--- src/rtl/cost_server_pkg.sv ---
// rtl/cost_server_pkg.sv - shared types and dimensions for cost_server
//
// Optional feature macro: COST_SERVER_CHECKSUM_EN (adds the checksum width).
// Contents:
//   state_t     - LOAD / SERVE / CAPTURE / HALT
//   TBL_DIM     - table rows and columns (workers x jobs)
//   TBL_DEPTH   - number of table entries
//   IDX_W       - load index width
//   SEL_W       - worker/job selector width
//   CYC_W       - SERVE cycle counter width
//   RES_CNT_W   - captured MatchCount width
//   RES_COST_W  - captured MinCost width
//   tbl_index() - flattens {worker, job} into a row-major load index
package cost_server_pkg;

  typedef enum logic [1:0] {
    ST_LOAD    = 2'd0,
    ST_SERVE   = 2'd1,
    ST_CAPTURE = 2'd2,
    ST_HALT    = 2'd3
  } state_t;

  localparam int TBL_DIM    = 8;
  localparam int TBL_DEPTH  = TBL_DIM * TBL_DIM;
  localparam int IDX_W      = 6;
  localparam int SEL_W      = 3;
  localparam int CYC_W      = 16;
  localparam int RES_CNT_W  = 4;
  localparam int RES_COST_W = 10;
`ifdef COST_SERVER_CHECKSUM_EN
  localparam int CSUM_W     = 13;
`endif

  // Worker is the major index, job the minor one.
  function automatic logic [IDX_W-1:0] tbl_index(input logic [SEL_W-1:0] w,
                                                 input logic [SEL_W-1:0] j);
    return {w, j};
  endfunction

endpackage

--- src/rtl/cost_table.sv ---
// rtl/cost_table.sv - 8x8 cost storage, one sync write port, one comb read port
//
// Ports:
//   i_clk     in   write clock (rising edge)
//   i_rst_n   in   asynchronous active-low clear of every entry
//   i_we      in   write enable
//   i_waddr   in   row-major write index
//   i_wdata   in   write data
//   i_rd_w    in   read worker index
//   i_rd_j    in   read job index
//   o_rdata   out  entry [i_rd_w][i_rd_j], combinational
module cost_table
  import cost_server_pkg::*;
#(
  parameter int COST_W = 7
) (
  input  logic              i_clk,
  input  logic              i_rst_n,
  input  logic              i_we,
  input  logic [IDX_W-1:0]  i_waddr,
  input  logic [COST_W-1:0] i_wdata,
  input  logic [SEL_W-1:0]  i_rd_w,
  input  logic [SEL_W-1:0]  i_rd_j,
  output logic [COST_W-1:0] o_rdata
);

  logic [COST_W-1:0] r_mem [TBL_DEPTH];

  always_ff @(posedge i_clk or negedge i_rst_n) begin
    if (!i_rst_n) begin
      for (int i = 0; i < TBL_DEPTH; i++) begin
        r_mem[i] <= '0;
      end
    end else if (i_we) begin
      r_mem[i_waddr] <= i_wdata;
    end
  end

  assign o_rdata = r_mem[tbl_index(i_rd_w, i_rd_j)];

endmodule

--- src/rtl/cost_server.sv ---
// rtl/cost_server.sv - cost table loader/server with solver result capture
//
// Optional feature macro: COST_SERVER_CHECKSUM_EN (adds CHECKSUM output).
// Ports:
//   CLK         in   clock, rising edge
//   RST         in   asynchronous active-low reset
//   LD_VALID    in   load word valid
//   LD_DATA     in   load word, row-major (worker-major, job-minor)
//   LD_READY    out  load word accepted this cycle when LD_VALID
//   W, J        in   solver worker/job lookup indices
//   Cost        out  table[W][J], combinational, 0 while loading
//   Valid       in   solver result strobe
//   MatchCount  in   solver result count
//   MinCost     in   solver result minimum
//   Ready       out  table loaded, solver may run
//   Done        out  result captured (held until reset)
//   Timeout     out  solver gave no result in time (held until reset)
//   RES_COUNT   out  captured MatchCount
//   RES_COST    out  captured MinCost
//   CYC_COUNT   out  SERVE cycles elapsed, saturating
//   CHECKSUM    out  running sum of accepted load words (macro only)
module cost_server
  import cost_server_pkg::*;
#(
  parameter int COST_W      = 7,
  parameter int TIMEOUT_CYC = 65535
) (
  input  logic                  CLK,
  input  logic                  RST,
  input  logic                  LD_VALID,
  input  logic [COST_W-1:0]     LD_DATA,
  output logic                  LD_READY,
  input  logic [SEL_W-1:0]      W,
  input  logic [SEL_W-1:0]      J,
  output logic [COST_W-1:0]     Cost,
  input  logic                  Valid,
  input  logic [RES_CNT_W-1:0]  MatchCount,
  input  logic [RES_COST_W-1:0] MinCost,
  output logic                  Ready,
  output logic                  Done,
  output logic                  Timeout,
  output logic [RES_CNT_W-1:0]  RES_COUNT,
  output logic [RES_COST_W-1:0] RES_COST,
`ifdef COST_SERVER_CHECKSUM_EN
  output logic [CSUM_W-1:0]     CHECKSUM,
`endif
  output logic [CYC_W-1:0]      CYC_COUNT
);

  // Counter value seen on the last permitted SERVE cycle.
  localparam logic [CYC_W-1:0] TO_LAST  = CYC_W'(TIMEOUT_CYC - 1);
  localparam logic [IDX_W-1:0] IDX_LAST = IDX_W'(TBL_DEPTH - 1);

  state_t                r_state;
  state_t                w_next_state;
  logic [IDX_W-1:0]      r_idx;
  logic [CYC_W-1:0]      r_cyc_count;
  logic                  r_done;
  logic                  r_timeout;
  logic [RES_CNT_W-1:0]  r_res_count;
  logic [RES_COST_W-1:0] r_res_cost;
  logic                  w_ld_accept;
  logic                  w_capture;
  logic                  w_timeout_hit;
  logic [COST_W-1:0]     w_rdata;

  always_ff @(posedge CLK or negedge RST) begin
    if (!RST) begin
      r_state <= ST_LOAD;
    end else begin
      r_state <= w_next_state;
    end
  end

  always_comb begin
    w_next_state  = r_state;
    LD_READY      = 1'b0;
    Ready         = 1'b1;
    w_ld_accept   = 1'b0;
    w_capture     = 1'b0;
    w_timeout_hit = 1'b0;
    case (r_state)
      ST_LOAD: begin
        LD_READY    = 1'b1;
        Ready       = 1'b0;
        w_ld_accept = LD_VALID;
        if (LD_VALID && (r_idx == IDX_LAST)) begin
          w_next_state = ST_SERVE;
        end
      end
      ST_SERVE: begin
        // A result arriving on the final allowed cycle still counts.
        if (Valid) begin
          w_capture    = 1'b1;
          w_next_state = ST_CAPTURE;
        end else if (r_cyc_count == TO_LAST) begin
          w_timeout_hit = 1'b1;
          w_next_state  = ST_HALT;
        end
      end
      ST_CAPTURE: begin
        w_next_state = ST_HALT;
      end
      ST_HALT: begin
        w_next_state = ST_HALT;
      end
      default: begin
        w_next_state = ST_LOAD;
      end
    endcase
  end

  always_ff @(posedge CLK or negedge RST) begin
    if (!RST) begin
      r_idx       <= '0;
      r_cyc_count <= '0;
      r_done      <= 1'b0;
      r_timeout   <= 1'b0;
      r_res_count <= '0;
      r_res_cost  <= '0;
    end else begin
      if (w_ld_accept) begin
        r_idx <= r_idx + IDX_W'(1);
      end
      if ((r_state == ST_SERVE) && (r_cyc_count != '1)) begin
        r_cyc_count <= r_cyc_count + CYC_W'(1);
      end
      if (w_capture) begin
        r_done      <= 1'b1;
        r_res_count <= MatchCount;
        r_res_cost  <= MinCost;
      end
      if (w_timeout_hit) begin
        r_timeout <= 1'b1;
      end
    end
  end

`ifdef COST_SERVER_CHECKSUM_EN
  logic [CSUM_W-1:0] r_checksum;

  // Only accepted words are summed, so the value freezes once LOAD ends.
  always_ff @(posedge CLK or negedge RST) begin
    if (!RST) begin
      r_checksum <= '0;
    end else if (w_ld_accept) begin
      r_checksum <= r_checksum + CSUM_W'(LD_DATA);
    end
  end

  assign CHECKSUM = r_checksum;
`endif

  cost_table #(
    .COST_W (COST_W)
  ) u_table (
    .i_clk   (CLK),
    .i_rst_n (RST),
    .i_we    (w_ld_accept),
    .i_waddr (r_idx),
    .i_wdata (LD_DATA),
    .i_rd_w  (W),
    .i_rd_j  (J),
    .o_rdata (w_rdata)
  );

  // The solver must not see partially loaded data.
  assign Cost      = (r_state == ST_LOAD) ? '0 : w_rdata;
  assign Done      = r_done;
  assign Timeout   = r_timeout;
  assign RES_COUNT = r_res_count;
  assign RES_COST  = r_res_cost;
  assign CYC_COUNT = r_cyc_count;

endmodule

--- config.mk ---
export PLATFORM = sky130hd
export DESIGN_NAME = cost_server
export DESIGN_NICKNAME = d
export VERILOG_FILES = /design/src/rtl/cost_server_pkg.sv /design/src/rtl/cost_table.sv /design/src/rtl/cost_server.sv
export SDC_FILE = /design/constraint.sdc
export NUM_CORES = 1
export LEC_CHECK = 0
export ABC_AREA = 0
export CORE_MARGIN = 4
export CORE_UTILIZATION = 60
export DETAILED_ROUTE_END_ITERATION = 10
export MAX_ROUTING_LAYER = met4
export PLACE_DENSITY = 0.74
export SLEW_MARGIN = 25
export SYNTH_ARGS = -nofsm -noshare
export SYNTH_HDL_FRONTEND = slang
export SYNTH_SLANG_ARGS = --single-unit
--- constraint.sdc ---
create_clock -name CLK -period 3.4 [get_ports CLK]
set_input_delay 0.68 -clock CLK [delete_from_list [all_inputs] [get_ports CLK]]
set_output_delay 0.68 -clock CLK [all_outputs]
set_load 0.01 [all_outputs]
* Yosys cells after proc, flatten, opt, wreduce, memory -nomap -nowiden
Index checks and enable logic that the tools add are counted.
** Storage, ports and cells
- Bits of input ports :: 31
- Flip-flop bits (word level) :: 488
** Cells by class
- $add $sub $neg :: 2
- Bitwise gates (word level) :: 2
- $lt $le $gt $ge :: 3
- Muxes and demuxes :: 19
- Reduce and logical (&&, ||, !) cells :: 6
- Equal/unequal tests :: 8
** Operator list (number)
- bitwise mux 448 bit :: 1
- binary-select mux 7 bit (select 6 bit) :: 1
- demux 7 bit (select 6 bit) :: 1
- two-way mux 7 bit :: 4
- adder 16 x 1 -> 16 bit (second input constant) :: 1
- equality test 16 bit (second input constant) :: 1
- != test 16 bit (second input constant) :: 1
- greater-or-equal comparator 7 bit (second input constant) :: 2
- inverter 6 -> 7 bit :: 2
- two-way mux 1 bit :: 8
- < comparator 7 x 1 -> 1 bit (second input constant) :: 1
- adder 6 x 1 -> 6 bit (second input constant) :: 1
- equality test 6 bit (second input constant) :: 1
- two-way mux 2 bit :: 3
- one-hot mux 2 bit (3 select lines) :: 1
- equality test 2 bit (second input constant) :: 2
- logical AND 1 bit :: 3
- != test 3 bit (second input constant) :: 1
- equality test 2 x 1 -> 1 bit (second input constant) :: 1
- logical NOT 2 bit :: 1
- != test 2 bit (second input constant) :: 1
- AND reduction 2 bit :: 1
- OR reduction 2 bit :: 1

* Logic depth before layout (Yosys ltp)
- Word-level depth :: 6
- Gate-level depth with buffers :: 9

* Cells and area by module
From an unflattened synthesis, not the netlist that was laid out.
** Second synthesis, totals
- Cell total of the unflattened synthesis :: 1469
- Area total of the unflattened synthesis :: 22462.8 um^2
** By module, submodules not included
- cost_table :: area each 20636.0 um^2, times used 1, cells each 1315
- cost_server :: area each 1826.8 um^2, times used 1, cells each 154

* Worst setup path after synthesis
OpenSTA, ideal clock, no wires.
- Path kind :: input to output
- Start point :: input port J[0]
- End point :: output port Cost[0]
- Stages on the path :: 7
- Arrival time :: 2345 ps
- Slack :: 375 ps
- Data required time :: 2720 ps
- Cells stage by stage :: buf_4 > buf_4 > buf_4 > mux4_2 > o21ai_0 > nand3_1 > a32o_1
** On the way
- Cells in the longest elaborated chain, start to end :: 5
** RTL lines
- from (decl) :: RTL line cost_server.sv:34 : input logic [SEL_W-1:0] J,
- inverter 6 -> 7 bit (implied by the code) :: RTL line cost_table.sv:39 : assign o_rdata = r_mem[tbl_index(i_rd_w, i_rd_j)];
- binary-select mux 7 bit (select 6 bit) :: RTL line cost_table.sv:39
- two-way mux 7 bit (implied by the code) (2 in series) :: RTL line cost_table.sv:39
- two-way mux 7 bit :: RTL line cost_server.sv:168 : assign Cost = (r_state == ST_LOAD) ? '0 : w_rdata;
- to (decl) :: RTL line cost_server.sv:35 : output logic [COST_W-1:0] Cost,
No other way between the ends. The select of a mux whose other input is x is not followed.

* Worst setup path in the final report
- Start point :: input port J[0]
- End point :: output port Cost[6]
Same word-level chain as after synthesis.

==> summary.txt <==
Timing
  – Fin crit share: 98.6%
  – Max Clk Rate: 0.298 GHz
  – Clock period minus final worst setup slack: 3.35 ns
  – Clock skew: 0.0217 ns
  – Worst-Margin Slew: 0.871 ns
  – Slew headroom: 41.6%
  – RSZ-0062 raised after global routing: no
  – Final setup violation count: 0
  – WHS: 0.106 ns
  – Slew Limit Fails: 0
  – Fin worst setup slack: 0.0477 ns
  – Hold Vio Cnt, Final: 0

Critical path
  – RR Startpoint: r_idx[3]
  – CP Launch Point: J[0]
  – Largest stage delay, worst path: 0.51 ns
  – CP arrival: 2.67 ns
  – CP max-delay cell: mux4_2
  – Worst-path cell chain: buf_16 -> buf_4 -> buf_12 -> mux4_2 -> mux2i_1 -> a2111oi_2 -> a31o_2 -> dlygate4sd2_1
  – Worst setup EP type: output port
  – FF-to-FF path depth: 3
  – Startpoint Class: primary input
  – R2r setup slk: 0.97 ns
  – Worst Setup Path Type: in2out
  – WP data required: 2.72 ns
  – Worst r2r dst: u_table.r_mem[442]
  – Worst-path maximum fanout: 14

Finish
  – Final Cell Area: 26300 um2
  – FILL cells: 2415
  – Final core utilization: 71.6%
  – Area grow syn2layout: 17.6%
  – Register area: 12200 um2
  – Nets: 1668
  – Multi-input gate area: 9800 um2
  – Share of cells above drive strength 1: 52.8%

Pwr
  – Tot Pwr: 17000 uW
  – Cell area power density: 649 nW/um2
  – Maximum VDD drop: 0.426 mV
  – Leak: 0.0126 uW

Placed design
  – RD Place Congestion: 0.949
  – Placement Setup Slack: -0.638 ns
  – IO Port Bufs: 71
  – Placed cell area: 24300 um2
  – HPWL after DPL: 36400 um

Global routing
  – First-pass GRT wire length: 87000 um
  – Total gr overflow: 0
  – Initial antenna violation count: 1
  – Vias in the first global route: 14300
  – Total track usage: 28.5%
  – Pin count of the biggest net entering global routing: 83

Clock network
  – Clock tree buffer depth: 3
  – Root buffer cell: clkbuf_16
  – CTS HTree Levels: 2
  – Num CTS Buffers: 51
  – Clk slew on worst S/H paths: 0.06 ns
  – Skew-Pair Late Insertion Delay: 0.59 ns
  – Hold-fix buffers, CTS: 0
  – CTS sink count: 488
  – CTS tree: built

Routing
  – Drt initial violations: 991
  – Wirelength per Cell: 25.3 um
  – Drt drc: 0
  – DRT Pass-1 Iters: 5
  – Post-DR vias/cell: 6.27
  – Met2 wire len: 26000 um
  – Final ANT Viol Nets: 0
  – Met1 wire length: 24400 um
  – Top layer in use: met4
  – Vias: 13400
  – Met3 WL: 2460 um
  – DRT Wirelength: 54200 um

Yosys
  – Post-synthesis cell area: 22300 um2
  – Seq/Total Area, Yosys: 54.6%
  – Mapped Nets: 1504
  – Synth area leaders: dfrtp_1 (55%), mux2_2 (24%), mux4_2 (11%), mux2i_1 (1.3%), clkbuf_1 (0.96%)
  – Post-synth top area cell: dfrtp_1
  – Netlist cell types: 52
  – Ys async rst share: 100%
  – Top cell type's share of synthesized area: 54.6%
  – Top-count cell post-synth: dfrtp_1
  – YS warnings: 0
  – Mean Syn Cell Area: 15.2 um2
  – Synth cell count leaders: dfrtp_1 (488), mux2_2 (473), mux4_2 (105)
  – Main synth FF type: dfrtp_1
  – Syn Inst Count: 1470
  – #FFs+latches synth: 488
  – Post-synth EDFFs: 0

Floorplanning
  – Core area: 36700 um2
  – Io pins: 72
  – Starting density of the core: 60.9%
  – Die span in y: 201 um
  – Die ar.: 40400 um2
  – Die W: 201 um
  – Site Rows: 70

Run status
  – Outcome: finished clean

Hold path
  – HP Class: in2async

Flow run
  – Max capacitance violation total: 0
## layer usage
metal  global-route usage (%)  vias to the layer above
met4                     7.57                        0
met3                     3.21                       88
met5                        -                        -
li1                         -                     5783
met2                     43.6                      326
met1                     41.6                     7232
## worst max-delay path by stage
stage                         end  slack [ns]  cells past startpoint
after floorplan           Cost[0]        0.38                      7
after global placement    Cost[1]       -0.61                      8
after detailed placement  Cost[2]       -0.64                      8
after CTS                 Cost[2]      0.0009                      7
after global routing      Cost[6]      0.0008                      8
final                     Cost[6]        0.05                      8
## report_power, final
group / total, uW / leakage (uW) / internal, uW / switching, uW
Combinational: 3340 / 0.00510 / 2020 / 1320
Sequential: 8040 / 0.00660 / 7210 / 834
Clock: 5660 / 0.000851 / 3400 / 2270
Total: 17000 / 0.0126 / 12600 / 4420
## critical path: cells and delay by family
kind,cells,cell delay (ns)
AOI/OAI and AO/OA,2,0.39
muxes,2,0.80
buffers and inverters,4,0.77
## registers in the layout, summed over array words and instances, names as in the netlist
register / flops
r_state: 2
Done: 1
r_idx: 6
Timeout: 1
u_table.r_mem: 448
CYC_COUNT: 16
RES_COST: 10
RES_COUNT: 4
## logic make-up (layout without fill, tap and decap cells)
logic type / Yosys count / in the layout / share of synthesized area (%)
AOI/OAI and AO/OA: 70 / 70 / 2.17
DFF: 488 / 488 / 54.6
other: 0 / 1 / 0
and+or+nand+nor: 171 / 171 / 4.12
xor gates and xnor gates: 19 / 19 / 0.745
muxes: 611 / 611 / 35.9
buffers and inverters: 108 / 310 / 2.23
adders and majority gates: 3 / 3 / 0.168
## stage by stage
stage                     setup TNS, ns  cells
after CTS                             0   2139
final                                 0   2141
after floorplan                       0   1470
after detailed placement          -3.50   2042
after global routing                  0   2141
after global placement            -3.40   2042
## layout make-up
| type | count | share of cell area (%) |
|---|---|---|
| antenna | 1 | 0.00952 |
| timing repair buffer | 215 | 7.44 |
| inverter | 4 | 0.0571 |
| tap | 468 | 2.23 |
| sequential | 488 | 46.5 |
| clock buffer | 73 | 5.63 |
| multi-input combinational | 874 | 37.3 |
| clock inverter | 18 | 0.876 |
## cells in the final DEF (no fill, tap or decap), drive strengths merged, types with 3 or more instances in the layout
| cell | Yosys | routed |
|---|---|---|
| nand3 | 15 | 15 |
| buf | 47 | 156 |
| o21ai | 10 | 10 |
| mux2i | 28 | 28 |
| ha | 3 | 3 |
| a221oi | 7 | 7 |
| a211oi | 7 | 7 |
| xor2 | 4 | 4 |
| o22ai | 16 | 16 |
| dfrtp | 488 | 488 |
| bufinv | 0 | 5 |
| and3 | 4 | 4 |
| mux4 | 105 | 105 |
| dlygate4sd2 | 0 | 4 |
| clkbuf | 57 | 76 |
| nor4 | 3 | 3 |
| or2 | 4 | 4 |
| nor3 | 9 | 9 |
| a21o | 3 | 3 |
| xnor2 | 15 | 15 |
| inv | 4 | 8 |
| clkdlybuf4s50 | 0 | 51 |
| nand2b | 13 | 13 |
| nand2 | 73 | 73 |
| clkinv | 0 | 9 |
| a2111oi | 7 | 7 |
| nor2 | 25 | 25 |
| nor2b | 9 | 9 |
| mux2 | 478 | 478 |
| and2 | 5 | 5 |
| nand4 | 5 | 5 |
| a21oi | 9 | 9 |
## repair_timing
item | CTS | global route
setup endpoints to repair | 7 | 5
pin swaps | 3 | 2
gates resized for setup | 61 | 11
cloned | 1 | 0
buffers inserted | 5 | 1
Power figures use the tool's default switching activity.
